$ cat config.mk
export PLATFORM = sky130hd
export DESIGN_NAME = clock_period_monitor_flat
export DESIGN_NICKNAME = d
export VERILOG_FILES = /design/src/rtl/clock_period_monitor_if.sv /design/src/rtl/clock_period_monitor.sv /design/src/flat_wrapper.sv
export SDC_FILE = /design/constraint.sdc
export NUM_CORES = 1
export LEC_CHECK = 0
export ABC_AREA = 0
export CAP_MARGIN = 0
export CORE_UTILIZATION = 55
export DETAILED_ROUTE_END_ITERATION = 10
export MAX_ROUTING_LAYER = met4
export PLACE_DENSITY = 0.76
export RECOVER_POWER = 100
export SETUP_SLACK_MARGIN = 0.05
export SLEW_MARGIN = 30
export SYNTH_ARGS = -nofsm -noshare
export SYNTH_HDL_FRONTEND = slang
export SYNTH_SLANG_ARGS = --single-unit
$ cat constraint.sdc
create_clock -name CLK -period 8.17 [get_ports CLK]
set_input_delay 0.817 -clock CLK [delete_from_list [all_inputs] [get_ports CLK]]
set_output_delay 0.817 -clock CLK [all_outputs]
set_load 0.02 [all_outputs]
$ cat src/rtl/clock_period_monitor_if.sv
`default_nettype none
// ============================================================================
// Module   : clock_period_monitor_if
// Brief    : Monitored-clock input plus strobe / measurement / status outputs
//            of the clock period monitor.
// Revision : 1.0 - initial release
// ============================================================================
interface clock_period_monitor_if #(
   parameter int CNT_WIDTH = 16
);
   logic                 CLK_IN;
   logic                 RISE_CE;
   logic                 FALL_CE;
   logic [CNT_WIDTH-1:0] PERIOD;
   logic [CNT_WIDTH-1:0] HIGH_TIME;
   logic                 PERIOD_VALID;
   logic                 LOCKED;
   logic                 LOST;

   // Monitor side: samples CLK_IN, produces strobes and status.
   modport master (
      input  CLK_IN,
      output RISE_CE, FALL_CE, PERIOD, HIGH_TIME, PERIOD_VALID, LOCKED, LOST
   );

   // Consumer side: supplies CLK_IN, observes strobes and status.
   modport slave (
      output CLK_IN,
      input  RISE_CE, FALL_CE, PERIOD, HIGH_TIME, PERIOD_VALID, LOCKED, LOST
   );
endinterface
`default_nettype wire

$ cat src/rtl/clock_period_monitor.sv
`default_nettype none
// ============================================================================
// Module   : clock_period_monitor
// Brief    : Synchronizes a slow asynchronous clock into the CLK domain,
//            emits rise/fall strobes, measures period and high time, and
//            qualifies the input as locked or lost.
// Revision : 1.0 - initial release
// ============================================================================
module clock_period_monitor #(
   parameter int CNT_WIDTH  = 16,
   parameter int TOLERANCE  = 1,
   parameter int LOCK_COUNT = 4
) (
   input  wire logic              CLK,
   input  wire logic              RESET,
   clock_period_monitor_if.master mon
);

   localparam int                   c_match_w    = $clog2(LOCK_COUNT + 1);
   localparam logic [CNT_WIDTH-1:0] c_cnt_max    = '1;
   localparam logic [CNT_WIDTH:0]   c_tol        = (CNT_WIDTH + 1)'(TOLERANCE);
   localparam logic [c_match_w-1:0] c_lock       = c_match_w'(LOCK_COUNT);

   localparam logic [1:0]           c_st_idle    = 2'd0;
   localparam logic [1:0]           c_st_measure = 2'd1;
   localparam logic [1:0]           c_st_track   = 2'd2;

   logic                 r_s1, r_s2, r_s3;
   logic                 r_rise_ce, r_fall_ce;
   logic [CNT_WIDTH-1:0] r_cnt, r_hcnt;
   logic [CNT_WIDTH-1:0] r_period, r_high_time;
   logic                 r_period_valid, r_locked, r_lost;
   logic [1:0]           r_state, w_state_nxt;
   logic [c_match_w-1:0] r_match;

   logic                 w_rise, w_fall, w_cnt_max;
   logic [CNT_WIDTH-1:0] w_period_new, w_high_new;
   logic [CNT_WIDTH:0]   w_a, w_b, w_diff;
   logic [c_match_w-1:0] w_match_nxt;

   logic w_period_load, w_valid_set, w_valid_clr, w_locked_set, w_locked_clr;
   logic w_match_clr, w_match_inc, w_lost_set, w_lost_clr, w_high_load;

   assign w_rise       = r_s2 & ~r_s3;
   assign w_fall       = ~r_s2 & r_s3;
   assign w_cnt_max    = (r_cnt == c_cnt_max);
   // Only consumed when cnt is below max, so the +1 cannot wrap.
   assign w_period_new = r_cnt + 1'b1;
   assign w_high_new   = (r_hcnt == c_cnt_max) ? c_cnt_max : r_hcnt + 1'b1;
   // One extra bit so the absolute difference never wraps.
   assign w_a          = {1'b0, w_period_new};
   assign w_b          = {1'b0, r_period};
   assign w_diff       = (w_a >= w_b) ? (w_a - w_b) : (w_b - w_a);
   assign w_match_nxt  = (r_match == c_lock) ? r_match : r_match + 1'b1;

   // Two-flop synchronizer, history flop and registered edge strobes.
   always_ff @(posedge CLK or posedge RESET) begin
      if (RESET) begin
         r_s1      <= 1'b0;
         r_s2      <= 1'b0;
         r_s3      <= 1'b0;
         r_rise_ce <= 1'b0;
         r_fall_ce <= 1'b0;
      end else begin
         r_s1      <= mon.CLK_IN;
         r_s2      <= r_s1;
         r_s3      <= r_s2;
         r_rise_ce <= w_rise;
         r_fall_ce <= w_fall;
      end
   end

   // Period and high-time counters: restart at each rise, saturate at max.
   always_ff @(posedge CLK or posedge RESET) begin
      if (RESET) begin
         r_cnt  <= '0;
         r_hcnt <= '0;
      end else if (w_rise) begin
         r_cnt  <= '0;
         r_hcnt <= '0;
      end else begin
         if (!w_cnt_max)            r_cnt  <= r_cnt + 1'b1;
         if (r_hcnt != c_cnt_max)   r_hcnt <= r_hcnt + 1'b1;
      end
   end

   // State register.
   always_ff @(posedge CLK or posedge RESET) begin
      if (RESET) r_state <= c_st_idle;
      else       r_state <= w_state_nxt;
   end

   // Next state: a rise at saturation restarts measurement, saturation alone drops to IDLE.
   always_comb begin
      w_state_nxt = r_state;
      if (w_rise) begin
         if (w_cnt_max) begin
            w_state_nxt = c_st_measure;
         end else begin
            case (r_state)
               c_st_idle:    w_state_nxt = c_st_measure;
               c_st_measure: w_state_nxt = c_st_track;
               c_st_track:   w_state_nxt = c_st_track;
               default:      w_state_nxt = c_st_idle;
            endcase
         end
      end else if (w_cnt_max) begin
         w_state_nxt = c_st_idle;
      end
   end

   // Output decode: per-cycle update commands for the measurement/status registers.
   always_comb begin
      w_period_load = 1'b0;
      w_valid_set   = 1'b0;
      w_valid_clr   = 1'b0;
      w_locked_set  = 1'b0;
      w_locked_clr  = 1'b0;
      w_match_clr   = 1'b0;
      w_match_inc   = 1'b0;
      w_lost_set    = 1'b0;
      w_lost_clr    = 1'b0;
      if (w_rise) begin
         w_lost_clr = 1'b1;
         if (w_cnt_max) begin
            w_valid_clr  = 1'b1;
            w_locked_clr = 1'b1;
         end else if (r_state == c_st_measure) begin
            w_period_load = 1'b1;
            w_valid_set   = 1'b1;
            w_match_clr   = 1'b1;
         end else if (r_state == c_st_track) begin
            w_period_load = 1'b1;
            if (w_diff <= c_tol) begin
               w_match_inc  = 1'b1;
               w_locked_set = (w_match_nxt == c_lock);
            end else begin
               w_match_clr  = 1'b1;
               w_locked_clr = 1'b1;
            end
         end
      end else if (w_cnt_max) begin
         w_lost_set   = 1'b1;
         w_locked_clr = 1'b1;
         w_valid_clr  = 1'b1;
      end
      w_high_load = w_fall && (r_state != c_st_idle);
   end

   // Measurement and status registers.
   always_ff @(posedge CLK or posedge RESET) begin
      if (RESET) begin
         r_period       <= '0;
         r_high_time    <= '0;
         r_period_valid <= 1'b0;
         r_locked       <= 1'b0;
         r_lost         <= 1'b0;
         r_match        <= '0;
      end else begin
         if (w_period_load) r_period    <= w_period_new;
         if (w_high_load)   r_high_time <= w_high_new;
         if (w_valid_set)        r_period_valid <= 1'b1;
         else if (w_valid_clr)   r_period_valid <= 1'b0;
         if (w_locked_set)       r_locked <= 1'b1;
         else if (w_locked_clr)  r_locked <= 1'b0;
         if (w_lost_set)         r_lost <= 1'b1;
         else if (w_lost_clr)    r_lost <= 1'b0;
         if (w_match_clr)        r_match <= '0;
         else if (w_match_inc)   r_match <= w_match_nxt;
      end
   end

   assign mon.RISE_CE      = r_rise_ce;
   assign mon.FALL_CE      = r_fall_ce;
   assign mon.PERIOD       = r_period;
   assign mon.HIGH_TIME    = r_high_time;
   assign mon.PERIOD_VALID = r_period_valid;
   assign mon.LOCKED       = r_locked;
   assign mon.LOST         = r_lost;

endmodule
`default_nettype wire

$ cat src/flat_wrapper.sv
// flat-port wrapper written by rule: the top's interface ports become plain ports
module clock_period_monitor_flat 
#(
   parameter int CNT_WIDTH  = 16,
   parameter int TOLERANCE  = 1,
   parameter int LOCK_COUNT = 4
)
  (CLK, RESET, mon_CLK_IN, mon_RISE_CE, mon_FALL_CE, mon_PERIOD, mon_HIGH_TIME, mon_PERIOD_VALID, mon_LOCKED, mon_LOST);
  clock_period_monitor_if #(.CNT_WIDTH(CNT_WIDTH)) mon_i ();
  input  wire logic CLK;
  input  wire logic RESET;
  input wire logic [$bits(mon_i.CLK_IN)-1:0] mon_CLK_IN;
  output wire logic [$bits(mon_i.RISE_CE)-1:0] mon_RISE_CE;
  output wire logic [$bits(mon_i.FALL_CE)-1:0] mon_FALL_CE;
  output wire logic [$bits(mon_i.PERIOD)-1:0] mon_PERIOD;
  output wire logic [$bits(mon_i.HIGH_TIME)-1:0] mon_HIGH_TIME;
  output wire logic [$bits(mon_i.PERIOD_VALID)-1:0] mon_PERIOD_VALID;
  output wire logic [$bits(mon_i.LOCKED)-1:0] mon_LOCKED;
  output wire logic [$bits(mon_i.LOST)-1:0] mon_LOST;
  assign mon_i.CLK_IN = mon_CLK_IN;
  assign mon_RISE_CE = mon_i.RISE_CE;
  assign mon_FALL_CE = mon_i.FALL_CE;
  assign mon_PERIOD = mon_i.PERIOD;
  assign mon_HIGH_TIME = mon_i.HIGH_TIME;
  assign mon_PERIOD_VALID = mon_i.PERIOD_VALID;
  assign mon_LOCKED = mon_i.LOCKED;
  assign mon_LOST = mon_i.LOST;
  clock_period_monitor #(.CNT_WIDTH(CNT_WIDTH), .TOLERANCE(TOLERANCE), .LOCK_COUNT(LOCK_COUNT)) u_core (.CLK(CLK), .RESET(RESET), .mon(mon_i));
endmodule
* Word-level counts from Yosys, hierarchy flattened
Cells that the tools add are included.
** Word-level totals
- Register bits after elaboration :: 77
- Output and inout port bits :: 37
** Cells by class
- $add $sub $neg :: 5
- $lt $le $gt $ge :: 2
- Eq/ne operators :: 8
- Multiplexer cells :: 47
- Bitwise operators :: 4
- Reduce and logical (&&, ||, !) cells :: 10
** Operator list (count)
- 16-bit two-way mux :: 5
- 1-bit two-way mux :: 34
- 16-bit by 16-bit subtractor with 17-bit output :: 2
- 16-bit by 1-bit adder with 16-bit output, second input constant :: 2
- 16-bit equality test, second input constant :: 2
- 17-bit by 1-bit <= comparator with 1-bit output, second input constant :: 1
- 17-bit two-way mux :: 1
- 16-bit greater-or-equal comparator :: 1
- 16-bit != test, second input constant :: 1
- 2-bit nonzero test :: 7
- 3-bit two-way mux :: 3
- 3-bit equality test, second input constant :: 2
- 2-bit two-way mux :: 3
- 2-bit one-hot mux with 2 select lines :: 1
- 3-bit by 1-bit adder with 3-bit output, second input constant :: 1
- 1-bit bitwise AND :: 2
- 2-bit by 1-bit equality test with 1-bit output, second input constant :: 1
- 2-bit equality test, second input constant :: 1
- 2-bit logical NOT :: 1
- 2-bit by 1-bit != test with 1-bit output, second input constant :: 1
- 1-bit inverter :: 2
- 2-bit OR reduction :: 1
- 1-bit logical AND :: 1

* Longest topological paths before layout
Gate-level depths: netlist of run 1.
- Depth in word-level cells :: 11
- Mapped depth :: 21
- Gate-level depth less buffers :: 19

* Worst setup path before layout of run 1
Ideal clock, no wire load.
- Path kind :: flip-flop to flip-flop
- Start point :: register u_core.r_cnt[0]
- End point :: register u_core.r_match[0]
- Setup time :: 0.078 ns
- Data arrival time :: 4.328 ns
- Data required time :: 8.092 ns
- Setup slack :: 3.764 ns
- Stages on the path, launching flop included :: 22
- Buffers on the path :: 3
- Clock period less this slack :: 4.406 ns
- Cell sequence :: dfrtp_1 > ha_1 > and3_1 > nand3_1 > nor2_1 > nand4_1 > xor2_1 > inv_1 > ha_1 > buf_6 > and2_1 > buf_6 > nand3_2 > o41ai_1 > a21o_1 > or2_1 > buf_4 > nor4b_2 > a221oi_1 > or4_4 > or3_1 > a21oi_1
** Between the ends
- Longest elaborated chain between the ends :: 10
- Elaborated cells on any way between the ends :: 19
- Classes of those cells :: add/sub: 3; order compare: 2; eq/ne: 1; mux: 12; reduce/logical: 1
** RTL lines
- from (decl) :: line clock_period_monitor.sv:30 : logic [CNT_WIDTH-1:0] r_cnt, r_hcnt;
- from (signal assigned) :: line clock_period_monitor.sv:82 : if (!w_cnt_max) r_cnt <= r_cnt + 1'b1;
- 16-bit by 1-bit adder with 16-bit output * :: line clock_period_monitor.sv:48 : assign w_period_new = r_cnt + 1'b1;
- net u_core.w_period_new[10] :: line clock_period_monitor.sv:37 : logic [CNT_WIDTH-1:0] w_period_new, w_high_new;
- 16-bit by 16-bit subtractor with 17-bit output / 16-bit greater-or-equal comparator (equally long branches) :: line clock_period_monitor.sv:53 : assign w_diff = (w_a >= w_b) ? (w_a - w_b) : (w_b - w_a);
- 17-bit two-way mux * :: line clock_period_monitor.sv:53
- 17-bit by 1-bit <= comparator with 1-bit output * :: line clock_period_monitor.sv:134 : if (w_diff <= c_tol) begin
- 1-bit two-way mux :: line clock_period_monitor.sv:134
- 1-bit two-way mux :: line clock_period_monitor.sv:132 : end else if (r_state == c_st_track) begin
- 1-bit two-way mux :: line clock_period_monitor.sv:128 : end else if (r_state == c_st_measure) begin
- 1-bit two-way mux :: line clock_period_monitor.sv:125 : if (w_cnt_max) begin
- 1-bit two-way mux :: line clock_period_monitor.sv:123 : if (w_rise) begin
- 3-bit two-way mux / 2-bit nonzero test (equally long branches)
- to (signal assigned) :: line clock_period_monitor.sv:169 : else if (w_match_inc) r_match <= w_match_nxt;
- to (decl) :: line clock_period_monitor.sv:34 : logic [c_match_w-1:0] r_match;
The timed path passes the listed nets; every way through them passes the cells marked *.
A chain may end at the register's enable or synchronous reset.

* Worst setup path in the final report of run 1
Ends and elaborated chain as after synthesis.

==> results of run 1 <==
synthesized netlist by cell type, types with 2 or more instances:
cell type,number,area [µm²]
nor4_1,2,12.5
xor2_1,15,131
nand3b_1,2,15.0
and4_1,2,17.5
nor2b_1,4,25.0
ha_1,39,488
nand2b_1,3,18.8
fa_1,2,40.0
nand3_1,21,105
nand2_1,42,158
inv_1,59,221
buf_6,6,67.6
o221ai_1,2,17.5
a31oi_1,9,56.3
o31ai_1,4,30.0
nor3_1,14,70.1
o21bai_1,4,30.0
a21o_2,3,26.3
or3_1,3,18.8
clkbuf_1,21,78.8
a31o_2,3,26.3
a211oi_1,7,52.6
a311oi_1,2,17.5
or2_2,4,25.0
dfrtp_1,77,1930
o21ai_0,31,155
o41ai_1,4,35.0
o211ai_1,3,22.5
a21o_1,6,45.0
and3_1,14,87.6
nand4_1,8,50.1
buf_2,3,15.0
a32o_1,2,20.0
or4_4,2,22.5
xnor2_1,19,166
a21oi_1,59,295
nor2_1,77,289
and2_1,3,18.8
clkbuf_8,2,27.5
a221oi_1,2,17.5
o22ai_1,3,18.8
a21oi_2,2,17.5
mux2i_1,10,100
metal layers:
| layer | share of wire (%) | vias to the layer above | GRT usage (%) |
|---|---|---|---|
| met5 | 0 | - | - |
| met2 | 49 | 104 | 44.5 |
| li1 | - | 2251 | - |
| met4 | 2.9 | 0 | 11.7 |
| met3 | 3.6 | 27 | 3.05 |
| met1 | 45 | 2229 | 36.0 |
cell families after synthesis:
kind of cell             after synthesis  share of synthesized area, %
multiplexers                          10                          1.86
flip-flops                            77                          35.7
adder cells (fa/ha/maj)               41                          9.79
AND/OR/NAND/NOR                      210                          18.9
buffers and inverters                 94                          7.91
AO/OA/AOI/OAI                        168                          20.4
XOR/XNOR                              34                          5.52
power groups by stage:
stage	Sequential [W]	Combinational (W)	Clock, W
after global routing	0.000535	0.00127	0.000309
after global placement	0.000528	0.00118	0
after CTS	0.000527	0.00118	0.000294
after detailed placement	0.000533	0.00117	0
after floorplan	0.000577	0.000840	0
final	0.000524	0.00117	0.000290
registers in the layout, indices dropped and copies added (netlist names):
name                     flops
u_core.mon.FALL_CE           1
u_core.mon.HIGH_TIME        16
u_core.mon.LOCKED            1
u_core.mon.LOST              1
u_core.mon.PERIOD           16
u_core.mon.PERIOD_VALID      1
u_core.mon.RISE_CE           1
u_core.r_cnt                16
u_core.r_hcnt               16
u_core.r_match               3
u_core.r_s1                  1
u_core.r_s2                  1
u_core.r_s3                  1
u_core.r_state               2
worst max-delay path by stage:
stage,end
after floorplan,u_core.r_match[0]
after global placement,u_core.r_match[0]
after detailed placement,u_core.r_match[1]
after CTS,u_core.r_match[0]
after global routing,u_core.r_match[0]
final,u_core.r_match[0]
per-stage QoR:
stage / total power, W / hold slack [ps] / setup slack [ps] / std cells
6_report: 0.00198 / 370 / 2750 / 786
5_1_grt: 0.00212 / 381 / 2150 / 786
4_1_cts: 0.00200 / 377 / 2940 / 786
3_5_place_dp: 0.00171 / 351 / 2980 / 771
3_3_place_gp: 0.00171 / 340 / 3250 / 771
2_1_floorplan: 0.00142 / 331 / 3760 / 634
final cells by class:
cell class                 count  area [µm²]  area share [%]
multi-input combinational    463        3040            51.1
sequential                    77        1930            32.4
timing repair buffer          42         402            6.75
inverter                      60         225            3.79
clock inverter                 6        71.3            1.20
tap                          129         161            2.71
clock buffer                   9         124            2.08
==> impl_metrics.tcl, run 1 <==
set metrics [dict create \
    status "finished with violations" \
    violations "capacitance limit, slew limit" \
    synth_area_um2 5400 \
    grt_pass1_wl_um 21600 \
    hold_end "u_core.r_s2" \
    post_cts.repair.setup_buffers 0 \
    root_buffer "clkbuf_8" \
    synth_seq_cells 77 \
    cp_slowest_cell "or4_1" \
    dpl_cell_area_um2 5770 \
    grt_overflow 0 \
    grt_max_degree 78 \
    grt_pass1_vias 4470 \
    vias 4611 \
    setup_viol 0 \
    maxCapViolations 2 \
    wire_per_inst_um 16.2 \
    ys.flop_type "dfrtp_1" \
    netSwitchingFraction_pct 47.4 \
    hold-path-cell-count 0 \
    slew_headroom_pct -172 \
    crit_top_cell "ha_1" \
    cts_tree "done" \
    ys_seq_area_share_pct 35.7 \
    fmax_mhz 185 \
    die_x_um 101 \
    gp_congestion 1.04 \
    r2r_setup_slack_ps 2750 \
    synthArstFlopShare_pct 100 \
    fin_crit_sh_pct 66.3 \
    core-area_um2 9370 \
    cts-buffers-inserted 9 \
    cts-resized-gates 0 \
    comb_power_share_pct 59.0 \
    drt_iter0_markers 208 \
    period_needed_ps 5420 \
    p_seq_share_pct 26.4 \
    crit_type "reg2reg" \
    initial_core_util_pct 57.6 \
    cp-start-kind "flop" \
    cp_top_family "simple AND/OR/NAND/NOR gates" \
    dp_hpwl_um 9610 \
    leakagePower_nw 2.85 \
    die_h_um 101 \
    worst_ep_arrival_time_ps 5690 \
    drt-vias-per-instance 5.87 \
    routed_wl_um 12700 \
    final_cell_area_um2 5950 \
    syn_nets 678 \
    ff2ff_path_depth 18 \
    r2r-start "u_core.r_cnt[0]" \
    track_usage_pct 27.8 \
    required_ps 8450 \
    synth-edff-count 0 \
    rsz0062_at_grt "false" \
    fin_skew_ps 12.9 \
    critPathMaxFanout 10 \
    worstSkewPairLatency_ps 350 \
    ios 40 \
    path_depth 18 \
    htree_levels 3 \
    hold_violations 0 \
    antenna_cells 0 \
    drc 0 \
    synth_area_per_cell_um2 8.51 \
    clockBufferDepth 2 \
    cp_cell_sequence "ha_1 > and3_1 > nand3_1 > nor2_1 > nand4_1 > xor2_1 > inv_1 > ha_1 > and2_0 > nand3_2 > o41ai_1 > a21o_1 > or2_0 > mux2i_1 > xnor2_1 > or4_1 > or3_1 > a21oi_1" \
    post-route-util_pct 63.5 \
    antenna_found_initial 0 \
    synth_cells 634 \
    nFillCells 823 \
    clock-sinks 77 \
    ir_worst_vdd_v 0.000167 \
    dr.pass1.iters 4 \
    clk_pin_slew_ps 80 \
    io_buffers 39 \
    p_per_area_nw_per_um2 333 \
    worstSetupEndpointType "flop" \
    critPathLaunch "u_core.r_cnt[0]" \
    setup_tns_ps 0 \
    cpPeakStageDelay_ps 580 \
    fp.dieArea_um2 10200 \
    r2r_end "u_core.r_match[0]" \
    pwr-share-clk_pct 14.6 \
    hold_path_class "reg2reg" \
    final_layout_size_suffix_gt1_share_pct 6.24 \
    p_int_w 0.00104 \
    worstHoldStart "u_core.r_s1" \
    cts_hold_buf 0 \
    fin_nets 697 \
    layout_common_cells "nor2_1, dfrtp_1, a21oi_1, inv_1, nand2_1" \
    tightest_slew_ps 4070 \
    num_rows 35 \
    area_growth_pct 10.3 \
    slew_viol_final 121 \
    synthDistinctLibCells 77 \
    drtAntennaViolNets 0 \
    power.switching_w 0.000941 \
    synth_warnings 0 \
    crit_buf_inv 1 \
]
Power figures use the tool's default switching activity.
==> inputs of run 2 (changes only) <==
- CORE_UTILIZATION: 55 -> 54
- PLACE_DENSITY: 0.76 -> 0.77
- clock period: 8.17 -> 4.87 ns (I/O delays scaled with it)
==> impl_metrics.tcl, run 2 (synthesis gave the netlist of run 1 again) <==
set metrics [dict create \
    netSwitchingFraction_pct 47.4 \
    drc 0 \
    r2r_setup_slack_ps 320 \
    slew_headroom_pct -51.5 \
    p_seq_share_pct 25.1 \
    gp_congestion 0.988 \
    die_h_um 102 \
    fin_crit_sh_pct 93.5 \
    crit_type "reg2reg" \
    worstSetupEndpointType "flop" \
    drt-vias-per-instance 5.71 \
    dr.pass1.iters 5 \
    rsz0062_at_grt "false" \
    hold_violations 0 \
    hold_path_class "reg2reg" \
    cts-buffers-inserted 9 \
    vias 4663 \
    tightest_slew_ps 2260 \
    pre_cts_slack_ps -13.4 \
    fmax_mhz 220 \
    comb_power_share_pct 60.9 \
    grt_pass1_vias 4481 \
    cp-start-kind "flop" \
    fin_nets 723 \
    wire_per_inst_um 16.4 \
    setup_viol 0 \
    nFillCells 857 \
    drt_iter0_markers 208 \
    htree_levels 3 \
    slew_viol_final 95 \
    p_per_area_nw_per_um2 557 \
    antenna_found_initial 0 \
    clock-sinks 77 \
    crit_top_cell "ha_1" \
    worst_ep_arrival_time_ps 4840 \
    routed_wl_um 13400 \
    layout_common_cells "dfrtp_1, nor2_1, a21oi_1, inv_1, nand2_1" \
    dp_cells 798 \
    fin_skew_ps 9.89 \
    power.switching_w 0.00166 \
    status "finished with violations" \
    worstSkewPairLatency_ps 360 \
    ir_worst_vdd_v 0.000301 \
    grt_overflow 0 \
    clk_pin_slew_ps 80 \
    root_buffer "clkbuf_8" \
    dp_hpwl_um 10200 \
    io_buffers 39 \
    required_ps 5160 \
    drtAntennaViolNets 0 \
    area_growth_pct 16.4 \
    num_rows 36 \
    cp_cell_sequence "ha_1 > and3_1 > nand3_2 > nor2_4 > nand4_1 > xor2_2 > inv_1 > ha_1 > buf_4 > a21o_1 > a21oi_2 > a21boi_1 > or2_1 > clkbuf_2 > nor4b_4 > a221oi_2 > or4_4 > or3_1 > a21oi_1" \
    critPathMaxFanout 7 \
    grt_max_degree 52 \
    violations "capacitance limit, slew limit" \
    maxCapViolations 2 \
    antenna_cells 0 \
    track_usage_pct 28.4 \
    fin_hold_ws_ps 361 \
    final_common_cell "dfrtp_1" \
    cp_slowest_cell "or4_4" \
    cpPeakStageDelay_ps 540 \
    pwr-share-clk_pct 13.9 \
    clockBufferDepth 2 \
    multi_input_area_um2 3170 \
    p_int_w 0.00184 \
    setup_ws_ps 319 \
    seqCellArea_um2 1930 \
    initial_core_util_pct 55.5 \
    grt_pass1_wl_um 21900 \
    die_x_um 102 \
    core-area_um2 9730 \
    period_needed_ps 4550 \
    ios 40 \
    final_layout_size_suffix_gt1_share_pct 12.9 \
    fp.dieArea_um2 10400 \
    cts_tree "done" \
    final-instance-count-excl-fill 816 \
    leakagePower_nw 3.00 \
]
==> run 2: cell count changes in the layout (fill, tap and decap cells not counted), sizes merged <==
cell,before,now
buf,0,25
clkbuf,12,14
inv,61,60
==> run 2: final cells by class <==
class	count	share of cell area (%)
Tap cell	133	2.65
Sequential cell	77	30.7
Clock buffer	10	2.19
Inverter	60	3.60
Multi-Input combinational cell	463	50.5
Timing Repair Buffer	68	9.46
Clock inverter	5	0.956
==> run 2: power groups by stage <==
| stage | clock (W) | combinational, W | sequential, W |
|---|---|---|---|
| after CTS | 0.000500 | 0.00205 | 0.000885 |
| after floorplan | 0 | 0.00141 | 0.000967 |
| after detailed placement | 0 | 0.00204 | 0.000899 |
| after global placement | 0 | 0.00202 | 0.000888 |
| after global routing | 0.000529 | 0.00232 | 0.000899 |
| final | 0.000488 | 0.00213 | 0.000879 |
==> run 2: critical path, delay by kind of cell (launching register included) <==
kind,cells,cell delay (ps)
buffers and inverters,3,400
AO/OA/AOI/OAI,5,780
AND/OR/NAND/NOR,8,2160
flip-flops,1,370
XOR/XNOR,1,240
adder cells (fa/ha/maj),2,520
==> run 2: timing repair <==
action / in CTS / in global routing
pin swaps: 0 / 5
resized for setup: 3 / 20
hold buffers: 0 / 0
setup buffers: 0 / 3
endpoints found under the setup margin: 3 / 4
==> run 2: routing by layer <==
layer / track usage (%) / routed length [µm]
met2: 44.2 / 6530
met5: - / 0
met4: 12.0 / 346
met1: 37.2 / 6020
met3: 4.10 / 461
==> run 2: path summary, 6_finish.rpt <==
path | start | end | depth (start not counted)
setup / recovery | u_core.r_cnt[0] | u_core.r_match[0] | 19
max in group asynchronous | RESET | u_core.mon.PERIOD[10] | 3
setup reg to reg | u_core.r_cnt[0] | u_core.r_match[0] | 19
min in group asynchronous | RESET | u_core.mon.HIGH_TIME[3] | 2
hold / removal | u_core.r_s1 | u_core.r_s2 | 0
hold reg to reg | u_core.r_s1 | u_core.r_s2 | 0
==> run 2: through the flow <==
step	TNS [ps]	area, µm²	power [W]	utilization (%)
2_1_floorplan	0	5400	0.00238	-
3_3_place_gp	0	5950	0.00291	61.1
3_5_place_dp	-13.4	5950	0.00294	61.2
4_1_cts	0	6170	0.00344	63.4
5_1_grt	0	6280	0.00375	64.6
6_report	0	6280	0.00350	64.6
==> inputs of run 3 (changes only) <==
- clock period: 4.87 -> 3.9 ns (I/O delays scaled with it)
==> impl_metrics.tcl, run 3 (synthesis gave the netlist of run 1 again) <==
set metrics [dict create \
    finalPower_w 0.00511 \
    ios 40 \
    routed_wl_um 14700 \
    maxCapViolations 1 \
    grt_pass1_vias 5079 \
    die_h_um 102 \
    tightest_slew_ps 1800 \
    r2r_setup_slack_ps -520 \
    final_cell_area_um2 7220 \
    top_layer_used "met4" \
    worstSkewPairLatency_ps 360 \
    fmax_mhz 226 \
    p_per_area_nw_per_um2 708 \
    hold_violations 0 \
    crit_type "reg2reg" \
    io_buffers 39 \
    r2r_end "u_core.r_match[1]" \
    antenna_cells 0 \
    required_ps 4140 \
    setup_tns_ps -1560 \
    crit_top_cell "buf_4" \
    hold_end "u_core.r_s2" \
    ff2ff_path_depth 22 \
    dpl_cell_area_um2 6700 \
    fin_nets 815 \
    setup_viol 4 \
    fin_skew_ps 22.0 \
    wire_per_inst_um 16.2 \
    wl_met2_um 7490 \
    r2r-start "u_core.r_cnt[1]" \
    hold_path_class "reg2reg" \
    drt-vias-per-instance 5.65 \
    core-area_um2 9730 \
    cpPeakStageDelay_ps 380 \
    hold-path-cell-count 0 \
    clk_pin_slew_ps 90 \
    status "finished with violations" \
    setup_ws_ps -523 \
    track_usage_pct 30.9 \
    dp_hpwl_um 11100 \
    drt_iter0_markers 219 \
    slew_viol_final 43 \
    dr_wl_met3_um 521 \
    die_x_um 102 \
    final_common_cell "buf_4" \
    slew_headroom_pct -20.2 \
    drc 0 \
    wl_met1_um 6380 \
    vias 5132 \
    violations "capacitance limit, slew limit, setup timing" \
    fin_crit_sh_pct 113 \
    grt_max_degree 43 \
    root_buffer "clkbuf_8" \
    final_layout_size_suffix_gt1_share_pct 26.2 \
    cts-buffers-inserted 9 \
    grt_pass1_wl_um 24100 \
    cts_hold_buf 0 \
    cts_tree "done" \
    num_rows 36 \
    cp_slowest_cell "dfrtp_1" \
    cp_cell_sequence "ha_2 > and3_4 > nand3_4 > nor2_4 > nand2_2 > xor2_2 > inv_2 > ha_4 > buf_6 > buf_4 > or2_2 > and3_1 > a32oi_2 > buf_4 > a31oi_1 > o21ai_0 > a22oi_1 > xnor2_1 > nand4b_1 > buf_4 > o21ai_0 > a21oi_2" \
    fin_hold_ws_ps 364 \
    clockBufferDepth 2 \
    fp.dieArea_um2 10400 \
    worstHoldStart "u_core.r_s1" \
    dr.pass1.iters 6 \
    area_growth_pct 33.9 \
    leakagePower_nw 3.50 \
    rsz0062_at_grt "true" \
    ir_worst_vdd_v 0.000345 \
    drtAntennaViolNets 0 \
    grt_overflow 0 \
    critPathMaxFanout 5 \
    period_needed_ps 4420 \
    worst_ep_arrival_time_ps 4660 \
    gp_congestion 0.975 \
    htree_levels 3 \
    worstSetupEndpointType "flop" \
    layout_common_cells "buf_4, dfrtp_1, nor2_1, inv_1, a21oi_1" \
    clock-sinks 77 \
    cp-start-kind "flop" \
    initial_core_util_pct 55.5 \
    antenna_found_initial 0 \
]
[run 3: cell count changes in the layout (fill, tap and decap cells not counted), moves of 4 or more]
cell | previous run | this run
buf_4 | 25 | 110
ha_1 | 37 | 31
ha_4 | 0 | 5
buf_6 | 0 | 4
[run 3: layout make-up]
class,instances,area [µm²]
Multi-Input combinational cell,463,3420
Sequential cell,77,1930
Clock inverter,6,70.1
Timing Repair Buffer,160,1290
Clock buffer,10,128
Inverter,60,225
Tap cell,133,166
Fill cell,724,2500
[run 3: worst max-delay path, delay by kind of cell, from the launching register on]
| kind | cells | cell delay, ps |
|---|---|---|
| AO/OA/AOI/OAI | 6 | 1120 |
| XOR/XNOR | 2 | 420 |
| adder cells (fa/ha/maj) | 2 | 410 |
| buffers and inverters | 5 | 670 |
| flip-flops | 1 | 380 |
| AND/OR/NAND/NOR | 7 | 1310 |
[run 3: timing repair]
| item | in CTS | in global routing |
|---|---|---|
| pin swaps | 11 | 3 |
| resized for setup | 31 | 14 |
| setup buffers | 9 | 4 |
| setup endpoints to repair | 4 | 4 |
[run 3: stage by stage]
step	setup slack, ps	std cells	util [%]
floorplan	-333	634	-
global placement	-278	880	68.9
detailed placement	-447	880	68.9
CTS	-379	905	73.4
global route	-760	909	74.3
finish	-523	909	74.3
[run 3: layer usage]
metal	track usage, %	vias up
met1	38.9	2498
met4	11.2	0
li1	-	2480
met5	-	-
met2	51.0	126
met3	4.38	28
[run 3: worst max-delay path by stage]
| stage | end | depth (start not counted) | slack (ps) | start |
|---|---|---|---|---|
| 2_1_floorplan | u_core.r_match[0] | 21 | -330 | u_core.r_cnt[0] |
| 3_3_place_gp | u_core.r_match[0] | 18 | -280 | u_core.r_cnt[1] |
| 3_5_place_dp | u_core.r_match[0] | 20 | -450 | u_core.r_cnt[1] |
| 4_1_cts | u_core.r_match[0] | 19 | -380 | u_core.r_cnt[1] |
| 5_1_grt | u_core.r_match[1] | 22 | -760 | u_core.r_cnt[1] |
| 6_report | u_core.r_match[1] | 22 | -520 | u_core.r_cnt[1] |
[run 3: where the power goes]
group	switching, W	leakage, nW	internal (W)	total (W)
registers	0.000157	1.01	0.000942	0.00110
clock network	0.000305	0.0895	0.000300	0.000605
logic	0.00187	2.40	0.00154	0.00341
total	0.00233	3.50	0.00278	0.00511
